### src/rtl/rx_pkt_pkg.sv
// Shared types and constants for the UART packet receiver (rx_packet_ctrl).
// The CSUM trailer is only decoded when RX_PKT_CHECKSUM_EN is defined.
package rx_pkt_pkg;

    localparam logic [7:0] SYNC_BYTE = 8'h7E;

    typedef enum logic [1:0] {
        ST_IDLE     = 2'b00,
        ST_GET_LEN  = 2'b01,
        ST_GET_PAY  = 2'b10,
        ST_GET_CSUM = 2'b11
    } rx_state_t;

    typedef enum logic [1:0] {
        ERR_TIMEOUT = 2'b00,
        ERR_BAD_LEN = 2'b01,
        ERR_CSUM    = 2'b10,
        ERR_LINE    = 2'b11
    } rx_err_t;

endpackage

### src/rtl/rx_timeout_cnt.sv
// Inter-byte watchdog for rx_packet_ctrl: counts idle clocks while a packet is open.
// TIMEOUT_CYC must be at least 2.
module rx_timeout_cnt #(
    parameter int TIMEOUT_CYC = 5000
) (
    input  logic clk,
    input  logic n_rst,
    input  logic enable,
    input  logic clear,
    output logic expired
);

    localparam int CNT_W = (TIMEOUT_CYC > 2) ? $clog2(TIMEOUT_CYC) : 1;
    localparam logic [CNT_W-1:0] CNT_FINAL = CNT_W'(TIMEOUT_CYC - 1);
    localparam logic [CNT_W-1:0] CNT_LAST  = CNT_W'(TIMEOUT_CYC - 2);

    logic [CNT_W-1:0] cnt;

    always_ff @(posedge clk or negedge n_rst) begin
        if (!n_rst) begin
            cnt <= '0;
        end else if (clear) begin
            cnt <= '0;
        end else if (enable && (cnt != CNT_FINAL)) begin
            cnt <= cnt + CNT_W'(1);
        end
    end

    // Fires on the edge where the count steps onto TIMEOUT_CYC-1, so the
    // registered abort appears TIMEOUT_CYC-1 clocks after the last clear.
    assign expired = enable && !clear && (cnt == CNT_LAST);

endmodule

### src/rtl/rx_packet_ctrl.sv
// Packet framer on top of a UART receive block: SYNC, LEN, payload[, CSUM].
// Define RX_PKT_CHECKSUM_EN to require and verify the trailing XOR checksum byte.
module rx_packet_ctrl
    import rx_pkt_pkg::*;
#(
    parameter int MAX_LEN     = 16,
    parameter int TIMEOUT_CYC = 5000
) (
    input  logic       clk,
    input  logic       n_rst,
    input  logic [7:0] rx_data,
    input  logic       data_ready,
    input  logic       overrun_error,
    input  logic       framing_error,
    output logic       data_read,
    output logic [7:0] pkt_data,
    output logic       pkt_wr,
    output logic [7:0] pkt_len,
    output logic       pkt_done,
    output logic       pkt_error,
    output logic [1:0] err_code
);

    localparam logic [7:0] MAX_LEN_B = 8'(MAX_LEN);

    rx_state_t  state;
    rx_err_t    err_q;
    logic [7:0] len_q;
    logic [7:0] pay_cnt;
    logic [7:0] pay_next;
    logic [7:0] csum;
    logic       consume;
    logic       line_err;
    logic       tmo_enable;
    logic       tmo_clear;
    logic       tmo_expired;

    // A byte is taken only when it is not already being acknowledged.
    assign consume    = data_ready && !data_read;
    assign line_err   = overrun_error || framing_error;
    assign pay_next   = pay_cnt + 8'd1;
    assign tmo_enable = (state != ST_IDLE);
    assign tmo_clear  = consume || (state == ST_IDLE);
    assign err_code   = err_q;

    rx_timeout_cnt #(
        .TIMEOUT_CYC(TIMEOUT_CYC)
    ) u_timeout (
        .clk    (clk),
        .n_rst  (n_rst),
        .enable (tmo_enable),
        .clear  (tmo_clear),
        .expired(tmo_expired)
    );

    // Line errors outrank a byte consumed in the same cycle; timeouts come last.
    always_ff @(posedge clk or negedge n_rst) begin
        if (!n_rst) begin
            state     <= ST_IDLE;
            err_q     <= ERR_TIMEOUT;
            len_q     <= '0;
            pay_cnt   <= '0;
            csum      <= '0;
            data_read <= 1'b0;
            pkt_data  <= '0;
            pkt_wr    <= 1'b0;
            pkt_len   <= '0;
            pkt_done  <= 1'b0;
            pkt_error <= 1'b0;
        end else begin
            data_read <= consume;
            pkt_wr    <= 1'b0;
            pkt_done  <= 1'b0;
            pkt_error <= 1'b0;
            pkt_len   <= '0;
            err_q     <= ERR_TIMEOUT;

            if ((state != ST_IDLE) && line_err) begin
                pkt_error <= 1'b1;
                err_q     <= ERR_LINE;
                state     <= ST_IDLE;
            end else if (consume) begin
                case (state)
                    ST_IDLE: begin
                        if (rx_data == SYNC_BYTE) begin
                            state <= ST_GET_LEN;
                        end
                    end
                    ST_GET_LEN: begin
                        if ((rx_data == 8'd0) || (rx_data > MAX_LEN_B)) begin
                            pkt_error <= 1'b1;
                            err_q     <= ERR_BAD_LEN;
                            state     <= ST_IDLE;
                        end else begin
                            len_q   <= rx_data;
                            csum    <= rx_data;
                            pay_cnt <= '0;
                            state   <= ST_GET_PAY;
                        end
                    end
                    ST_GET_PAY: begin
                        pkt_wr   <= 1'b1;
                        pkt_data <= rx_data;
                        csum     <= csum ^ rx_data;
                        pay_cnt  <= pay_next;
                        if (pay_next == len_q) begin
`ifdef RX_PKT_CHECKSUM_EN
                            state <= ST_GET_CSUM;
`else
                            pkt_done <= 1'b1;
                            pkt_len  <= len_q;
                            state    <= ST_IDLE;
`endif
                        end
                    end
`ifdef RX_PKT_CHECKSUM_EN
                    ST_GET_CSUM: begin
                        if (rx_data == csum) begin
                            pkt_done <= 1'b1;
                            pkt_len  <= len_q;
                        end else begin
                            pkt_error <= 1'b1;
                            err_q     <= ERR_CSUM;
                        end
                        state <= ST_IDLE;
                    end
`endif
                    default: begin
                        state <= ST_IDLE;
                    end
                endcase
            end else if (tmo_expired) begin
                pkt_error <= 1'b1;
                err_q     <= ERR_TIMEOUT;
                state     <= ST_IDLE;
            end
        end
    end

endmodule

### config.mk
export PLATFORM = sky130hd
export DESIGN_NAME = rx_packet_ctrl
export DESIGN_NICKNAME = d
export VERILOG_FILES = /design/src/rtl/rx_pkt_pkg.sv /design/src/rtl/rx_timeout_cnt.sv /design/src/rtl/rx_packet_ctrl.sv
export SDC_FILE = /design/constraint.sdc
export NUM_CORES = 1
export LEC_CHECK = 0
export BUFFER_PORTS_ARGS = -buffer_cell sky130_fd_sc_hd__buf_2
export CAP_MARGIN = 10
export CORE_MARGIN = 3
export CORE_UTILIZATION = 55
export CTS_CLUSTER_DIAMETER = 60
export DETAILED_ROUTE_END_ITERATION = 10
export GPL_TIMING_DRIVEN = 0
export PLACE_DENSITY = 0.8
export SLEW_MARGIN = 20
export SYNTH_ARGS = -nofsm -noshare
export SYNTH_HDL_FRONTEND = slang
export SYNTH_SLANG_ARGS = --single-unit
### constraint.sdc
create_clock -name clk -period 2.3 [get_ports clk]
set_input_delay 0.23 -clock clk [delete_from_list [all_inputs] [get_ports clk]]
set_output_delay 0.23 -clock clk [all_outputs]
set_load 0.01 [all_outputs]
==> summary.md, run 1 <==
| Metric | Value |
|---|---|
| Clock buffer depth | `2` |
| GR Util All Layers | `between 20% and 30%` |
| Max IR drop VDD | `0.000356 V` |
| Main combinational cell family by area after synthesis | `simple AND/OR/NAND/NOR gates` |
| Reg power frac | `57.2%` |
| Max Transition Viols Final | `0` |
| Yosys warns | `0` |
| Synthesized area | `0.00243 mm²` |
| Mapped Cells | `240` |
| Num CTS Buffers | `5` |
| Worst-Skew Late Latency | `310 ps` |
| Unrepaired setup endpoints after global routing | `false` |
| CP cell instances | `nand3_2, or3_4, o21ai_2, a211oi_2, nor4_4, and2_1` |
| Buffers on Ports | `34` |
| Row Count | `23` |
| Post-Synth Adder-Cell Area | `roughly 1.5%` |
| Critical path's largest stage delay | `470 ps` |
| ANT cells | `0` |
| Synth Register Bits | `53` |
| Sw Share | `between 20% and 30%` |
| Initial Util | `58.6%` |
| Hold Path Origin | `rx_data[6]` |
| H-tree depth | `2` |
| Status | `finished clean` |
| Area after DPL | `between 0.002 and 0.003 mm²` |
| Antenna Nets Post-Route | `0` |
| Gp weighted congestion | `~0.84` |
| Worst-Margin Slew | `652 ps` |
| Switching power | `0.331 mW` |
| Critical path's slowest cell | `nor4_4` |
| Seq/Total Area, Yosys | `54.6%` |
| Final setup vio count | `0` |
| Req. time, crit path | `around 2500 ps` |
| Achievable Freq | `487 MHz` |
| Clock skew | `8.22 ps` |
| TritonRoute pass-1 iters | `4` |
| Vias/cell | `5.46` |
| Relative slew slack | `a little under three fifths` |
| Final instance area | `around 0.0028 mm²` |
| Post-CTS Resized | `0` |
| Layout cells sized above 1 | `between 15 and 20%` |
| Vias | `~1800` |
| Clock power frac | `39.8%` |
| Simple-gate share of the synthesized area | `25.3%` |
| Multiplexer share of the synthesized area | `3.14%` |
| P per Cell Area | `585 mW/mm²` |
| Initial antenna violation count | `0` |
| Max Cap Violations | `0` |
| Final WL | `4.72 mm` |
| Synthesized Nets | `about 260` |
| Clock sinks | `53` |
| Worst path arrival time | `2290 ps` |
| Compound-Gate Fraction of Synth Area | `~6.5%` |
| Critical path class | `reg2reg` |
| R2r endpoint | `pkt_len[5]$_DFF_PN0_` |
| Core box area | `0.00414 mm²` |
| Vias in the first global route | `between 1500 and 2000` |
| Root buf cell | `clkbuf_8` |
| Top-area cell type share of the netlist area | `54.6%` |
| Period minus WS final | `around 2100 ps` |
| Synth area leader | `dfrtp_1` |
| Worst Path Buf+Inv | `0` |
| Number of nets in the layout | `298` |
| # DRC | `0` |
| XOR/XNOR share of the synthesized area | `7.21%` |
| CTS tree | `built` |
| Avg WL per Cell | `14.2 µm` |
| Count of different cell masters after synthesis | `38` |
| Gate power share | `under 10%` |
| Synth-to-layout area growth | `14.9%` |
| Synth top area cells | `dfrtp_1 (55%), nand2_1 (6.2%), nor2_1 (4.2%), xnor2_1 (3.6%), xor2_1 (3.6%)` |
| Leakage power | `~1.4 nW` |
| Total negative slack | `0 ps` |
| HPWL after DPL | `3.44 mm` |
| Largest net degree at the start of global routing | `54` |
| Die X | `72.5 µm` |
| Hold EP | `pkt_data[6]$_DFFE_PN0P_` |
| Worst R2R Setup Slack | `250 ps` |
| Hold WC Path Type | `in2reg` |
| Overall die area | `0.00525 mm²` |
| GRT Residual Overflow | `0` |
| First-pass GRT wire length | `8.23 mm` |
| Hold Path Cell Cnt | `3` |
| # IOs | `35` |
| Tcrit/Tclk final | `89.2%` |
| Critical Path Fanout Max | `9` |
| Final hold vios | `0` |
| Worst reg2reg path depth | `6` |
| Die Y | `72.5 µm` |
| Final core occ | `67.4%` |
| Iter 0 DRT Violations | `187` |
| CP Launch Type | `flop` |
| Internal Power | `1.30 mW` |
| Cell family with most CP delay | `simple AND/OR/NAND/NOR gates` |
| Syn_area_per_cell | `~10 µm²` |
| Crit end category | `flop` |
| Reg2reg start | `pay_cnt[2]$_DFFE_PN0P_` |
| Clock slew at reported path FFs | `about 90 ps` |
| Post-CTS setup buffer count | `0` |
[worst reg2reg max path, cell delays in order, from the launching register on]
cell and delay (ps):
dfrtp_1 450, nand3_2 190, or3_4 420, o21ai_2 140, a211oi_2 110, nor4_4 470
and2_1 200
[cells by family (layout without fill, tap and decap cells)]
| group | after synthesis | count (layout) |
|---|---|---|
| buffers and inverters | 11 | 54 |
| AOI/OAI and AO/OA | 25 | 25 |
| muxes | 7 | 7 |
| and+or+nand+nor | 121 | 121 |
| xor gates and xnor gates | 20 | 20 |
| adders and majority gates | 3 | 3 |
| DFF | 53 | 53 |
[layout by cell type, fill, tap and decap left out, types with 4 or more instances in the layout]
master,netlist,layout
and2_1,13,13
clkbuf_8,0,6
o31ai_1,5,5
buf_2,0,33
inv_1,6,6
xnor2_1,10,10
mux2_2,5,5
o21ai_0,10,10
nor2_1,27,27
nand4_1,4,4
dfrtp_1,53,53
clkbuf_1,5,6
nand2_1,40,40
nand3_1,14,14
xor2_1,10,10
[how the worst max path moves through the flow]
stage               cells past startpoint                      to                         start
detailed placement                      6    len_q[4]$_DFFE_PN0P_                    rx_data[1]
CTS                                     7    pkt_len[5]$_DFF_PN0_        pay_cnt[0]$_DFFE_PN0P_
global placement                        6    len_q[2]$_DFFE_PN0P_                    rx_data[1]
floorplan                               6    state[1]$_DFFE_PN0P_  u_timeout.cnt[4]$_DFFE_PN0P_
global route                            6  pay_cnt[7]$_DFFE_PN0P_          state[1]$_DFFE_PN0P_
finish                                  6    pkt_len[5]$_DFF_PN0_        pay_cnt[2]$_DFFE_PN0P_
[metrics by stage]
step | hold WS, ps | setup WS, ps | power [mW] | cells
finish | 135 | 248 | 1.63 | 333
CTS | 121 | 189 | 1.65 | 333
detailed placement | 302 | 183 | 1.00 | 324
global placement | 449 | 207 | 1.00 | 324
global route | 143 | 47.2 | 1.70 | 333
floorplan | -65.6 | 473 | 0.963 | 240
[synthesized netlist by cell type, drive strengths merged]
master / number
dfrtp: 53
nand2: 40
nor2: 27
nand3: 15
and2: 13
o21ai: 12
xnor2: 10
xor2: 10
inv: 6
clkbuf: 5
mux2: 5
o31ai: 5
and3: 4
nand4: 4
a21oi: 3
ha: 3
nor3: 3
nor4: 3
or3: 3
a211oi: 2
mux2i: 2
nand4b: 2
nor2b: 2
or4: 2
a31oi: 1
nand2b: 1
nor3b: 1
o21bai: 1
o311ai: 1
or4b: 1
[registers in the layout, indices dropped and copies added (netlist names)]
signal and count:
u_timeout.cnt 13, len_q 8, pay_cnt 8, pkt_data 8
pkt_len 8, err_code 2, state 2, data_read 1
pkt_done 1, pkt_error 1, pkt_wr 1
[layout make-up]
class | instances | area (µm²)
clock inverter | 1 | 30.0
multi-input combinational | 176 | 1060
sequential | 53 | 1330
buffer | 5 | 18.8
fill | 339 | 1350
tap | 50 | 62.6
timing repair buffer | 35 | 183
inverter | 6 | 22.5
clock buffer | 7 | 86.3
[metal layers]
metal	track usage, %	wire length, µm
met5	0	0
met3	3.88	209
met4	8.40	105
met1	28.7	2270
met2	31.7	2140
[power groups by stage]
stage | registers (mW) | clock network (mW) | logic [mW]
6_report | 0.934 | 0.651 | 0.0490
3_5_place_dp | 0.953 | 0 | 0.0489
3_3_place_gp | 0.953 | 0 | 0.0477
4_1_cts | 0.934 | 0.665 | 0.0507
2_1_floorplan | 0.953 | 0 | 0.0101
5_1_grt | 0.934 | 0.704 | 0.0570
[repair_timing]
action	CTS	global route
endpoints found under the hold margin	53	0
setup endpoints to repair	0	8
hold buffers	1	0
(Power assumes the default switching activity.)
==> run 2, diff against run 1 <==
--- a/config.mk
+++ b/config.mk
@@ -12,7 +12,7 @@
 export CTS_CLUSTER_DIAMETER = 60
 export DETAILED_ROUTE_END_ITERATION = 10
 export GPL_TIMING_DRIVEN = 0
-export PLACE_DENSITY = 0.8
+export PLACE_DENSITY = 0.74
 export SLEW_MARGIN = 20
 export SYNTH_ARGS = -nofsm -noshare
 export SYNTH_HDL_FRONTEND = slang
==> run 2 against run 1 <==
Effect of this change: wire length is 0.61% lower; register-to-register slack got worse by 50 ps; utilization decreased by 0.42 points.
==> summary.md, run 2 (synthesized netlist as in run 1, its figures left out) <==
| Metric | Value |
|---|---|
| Status | `finished clean` |
| Reg2reg start | `pay_cnt[2]$_DFFE_PN0P_` |
| Layout cells sized above 1 | `19.6% (+0.21 points)` |
| R2r endpoint | `pkt_len[6]$_DFF_PN0_` |
| Overall die area | `0.00525 mm² (unchanged)` |
| Cell count along the critical path | `7 (+1)` |
| Leakage power | `1.36 nW (-0.66%)` |
| Clock buffer depth | `2 (unchanged)` |
| CTS tree | `built` |
| Max IR drop VDD | `0.000343 V (-3.8%)` |
| Iter 0 DRT Violations | `102 (-45%)` |
| Dpl cells | `324 (unchanged)` |
| TritonRoute pass-1 iters | `4 (unchanged)` |
| Power Total | `1.49 mW (-8.9%)` |
| Initial antenna violation count | `0 (unchanged)` |
| Top reg by flops | `u_timeout.cnt` |
| Worst Path Buf+Inv | `1 (+1)` |
| Final WL | `4.69 mm (-0.61%)` |
| Avg WL per Cell | `14.0 µm (-1.2%)` |
| Hold WC Path Type | `in2reg` |
| ANT cells | `0 (unchanged)` |
| Critical path's largest stage delay | `460 ps (about the same)` |
| Setup crit end | `pkt_len[6]$_DFF_PN0_` |
| Clock sinks | `53 (unchanged)` |
| Final setup vio count | `0 (unchanged)` |
| Core box area | `0.00414 mm² (unchanged)` |
| Critical path's slowest cell | `dfrtp_1` |
| Clock slew at reported path FFs | `90 ps (about the same)` |
| Max reg flops | `13 (unchanged)` |
| GRT Residual Overflow | `0 (unchanged)` |
| Die Y | `72.5 µm (unchanged)` |
| Cell family with most CP delay | `simple AND/OR/NAND/NOR gates` |
| Gp weighted congestion | `0.808 (-4.0%)` |
| Worst R2R Setup Slack | `200 ps (-50 ps)` |
| Die X | `72.5 µm (unchanged)` |
| Root buf cell | `clkbuf_8` |
| Max Transition Viols Final | `0 (unchanged)` |
| Largest net degree at the start of global routing | `54 (unchanged)` |
| Row Count | `23 (unchanged)` |
| Final hold vios | `0 (unchanged)` |
| Post-CTS Resized | `0 (unchanged)` |
| Num CTS Buffers | `5 (unchanged)` |
| HPWL after DPL | `3.39 mm (-1.6%)` |
| Number of nets in the layout | `300 (+0.67%)` |
| # DRC | `0 (unchanged)` |
| Achievable Freq | `476 MHz (-2.3%)` |
| Period minus WS final | `2100 ps (+48.8 ps)` |
| Max Cap Violations | `0 (unchanged)` |
| Final non-filler cell total | `335 (+0.60%)` |
| CP cell instances | `nand3_2, or3_4, and3_2, a211oi_2, nor4_4, buf_4, and2_1` |
| CP Launch Point | `pay_cnt[2]$_DFFE_PN0P_` |
| # IOs | `35 (unchanged)` |
| Synth-to-layout area growth | `14.2%` |
| First-pass GRT wire length | `8.07 mm (-2.0%)` |
| Vias in the first global route | `1688 (-4.0%)` |
| Buffers on Ports | `34 (unchanged)` |
| Tcrit/Tclk final | `91.4% (+2.1 points)` |
| Total negative slack | `0 ps (unchanged)` |
| P per Cell Area | `537 mW/mm² (-8.3%)` |
| Initial Util | `58.6% (unchanged)` |
| Critical path class | `reg2reg` |
| Worst path arrival time | `2300 ps (about the same)` |
| Worst reg2reg path depth | `7 (+1)` |
| Commonest non-fill, non-tap cells in the layout | `dfrtp_1 (53), nand2_1 (40), buf_2 (33)` |
| Vias | `1802 (-0.83%)` |
| Clock skew | `7.33 ps (-0.886 ps)` |
| Critical Path Fanout Max | `8 (-1)` |
| Relative slew slack | `57.0% (+0.53 points)` |
| Antenna Nets Post-Route | `0 (unchanged)` |
| Unrepaired setup endpoints after global routing | `false` |
| H-tree depth | `2 (unchanged)` |
| GR Util All Layers | `19.8% (-0.73 points)` |
| Crit end category | `flop` |
| Worst-Margin Slew | `644 ps (-7.97 ps)` |
| Commonest non-fill, non-tap cell in the layout | `dfrtp_1` |
| Req. time, crit path | `2500 ps (-40 ps)` |
| CP Launch Type | `flop` |
| Vias/cell | `5.38 (-1.4%)` |
| Worst-Skew Late Latency | `300 ps (about the same)` |
| Min Hold Slack | `148 ps (+13.4 ps)` |
-- run 2: changes by cell type in the layout (fill, tap and decap cells not counted) --
cell / before / now
clkbuf_8: 6 / 5
buf_4: 1 / 3
bufinv_16: 1 / 0
clkbuf_1: 6 / 7
clkinvlp_4: 0 / 1
-- run 2: through the flow --
step | cell area (µm²) | setup WS [ps] | utilization (%)
3_3_place_gp | 2660 | 191 | 64.3
2_1_floorplan | 2430 | 473 | -
4_1_cts | 2760 | 183 | 66.6
6_report | 2770 | 199 | 66.9
3_5_place_dp | 2670 | 163 | 64.3
5_1_grt | 2770 | 69.1 | 66.9
-- run 2: tightest hold or removal path: cells and delay by family --
family / cells / cell delay [ps]
simple gates: 2 / 100
buf+inv: 1 / 100
-- run 2: layer usage --
| layer | wire length (µm) | track usage [%] |
|---|---|---|
| met5 | 0 | 0 |
| met4 | 54 | 5.53 |
| met3 | 285 | 4.85 |
| met2 | 2090 | 29.9 |
| met1 | 2260 | 28.7 |
-- run 2: worst min-delay path by stage --
| stage | from | end | slack [ps] | cells past startpoint |
|---|---|---|---|---|
| finish | rx_data[5] | pkt_data[5]$_DFFE_PN0P_ | 150 | 3 |
| global route | rx_data[6] | pkt_data[6]$_DFFE_PN0P_ | 150 | 3 |
| CTS | rx_data[5] | pkt_data[5]$_DFFE_PN0P_ | 150 | 3 |
| detailed placement | n_rst | u_timeout.cnt[11]$_DFFE_PN0P_ | 310 | 1 |
| global placement | pkt_data[3]$_DFFE_PN0P_ | pkt_data[3]$_DFFE_PN0P_ | 460 | 2 |
| floorplan | n_rst | data_read$_DFF_PN0_ | -70 | 0 |
-- run 2: power breakdown --
group	leakage, nW	switching [mW]	internal [mW]
Clock	0.0385	0.289	0.216
Combinational	0.586	0.0336	0.0153
Sequential	0.739	0.00147	0.933
Total	1.36	0.324	1.16
-- run 2: repair_timing --
| action | CTS | global route |
|---|---|---|
| hold buffers | 1 | 0 |
| endpoints found under the hold margin | 53 | 0 |
| buffers inserted | 0 | 2 |
| setup endpoints to repair | 0 | 8 |
-- run 2: final cells by class --
class,count,area (µm²)
fill,350,1370
clock buffer,7,76.3
inverter,6,22.5
timing repair buffer,37,198
multi-input combinational,176,1060
tap,50,62.6
clock inverter,1,7.51
sequential,53,1330
buffer,5,18.8
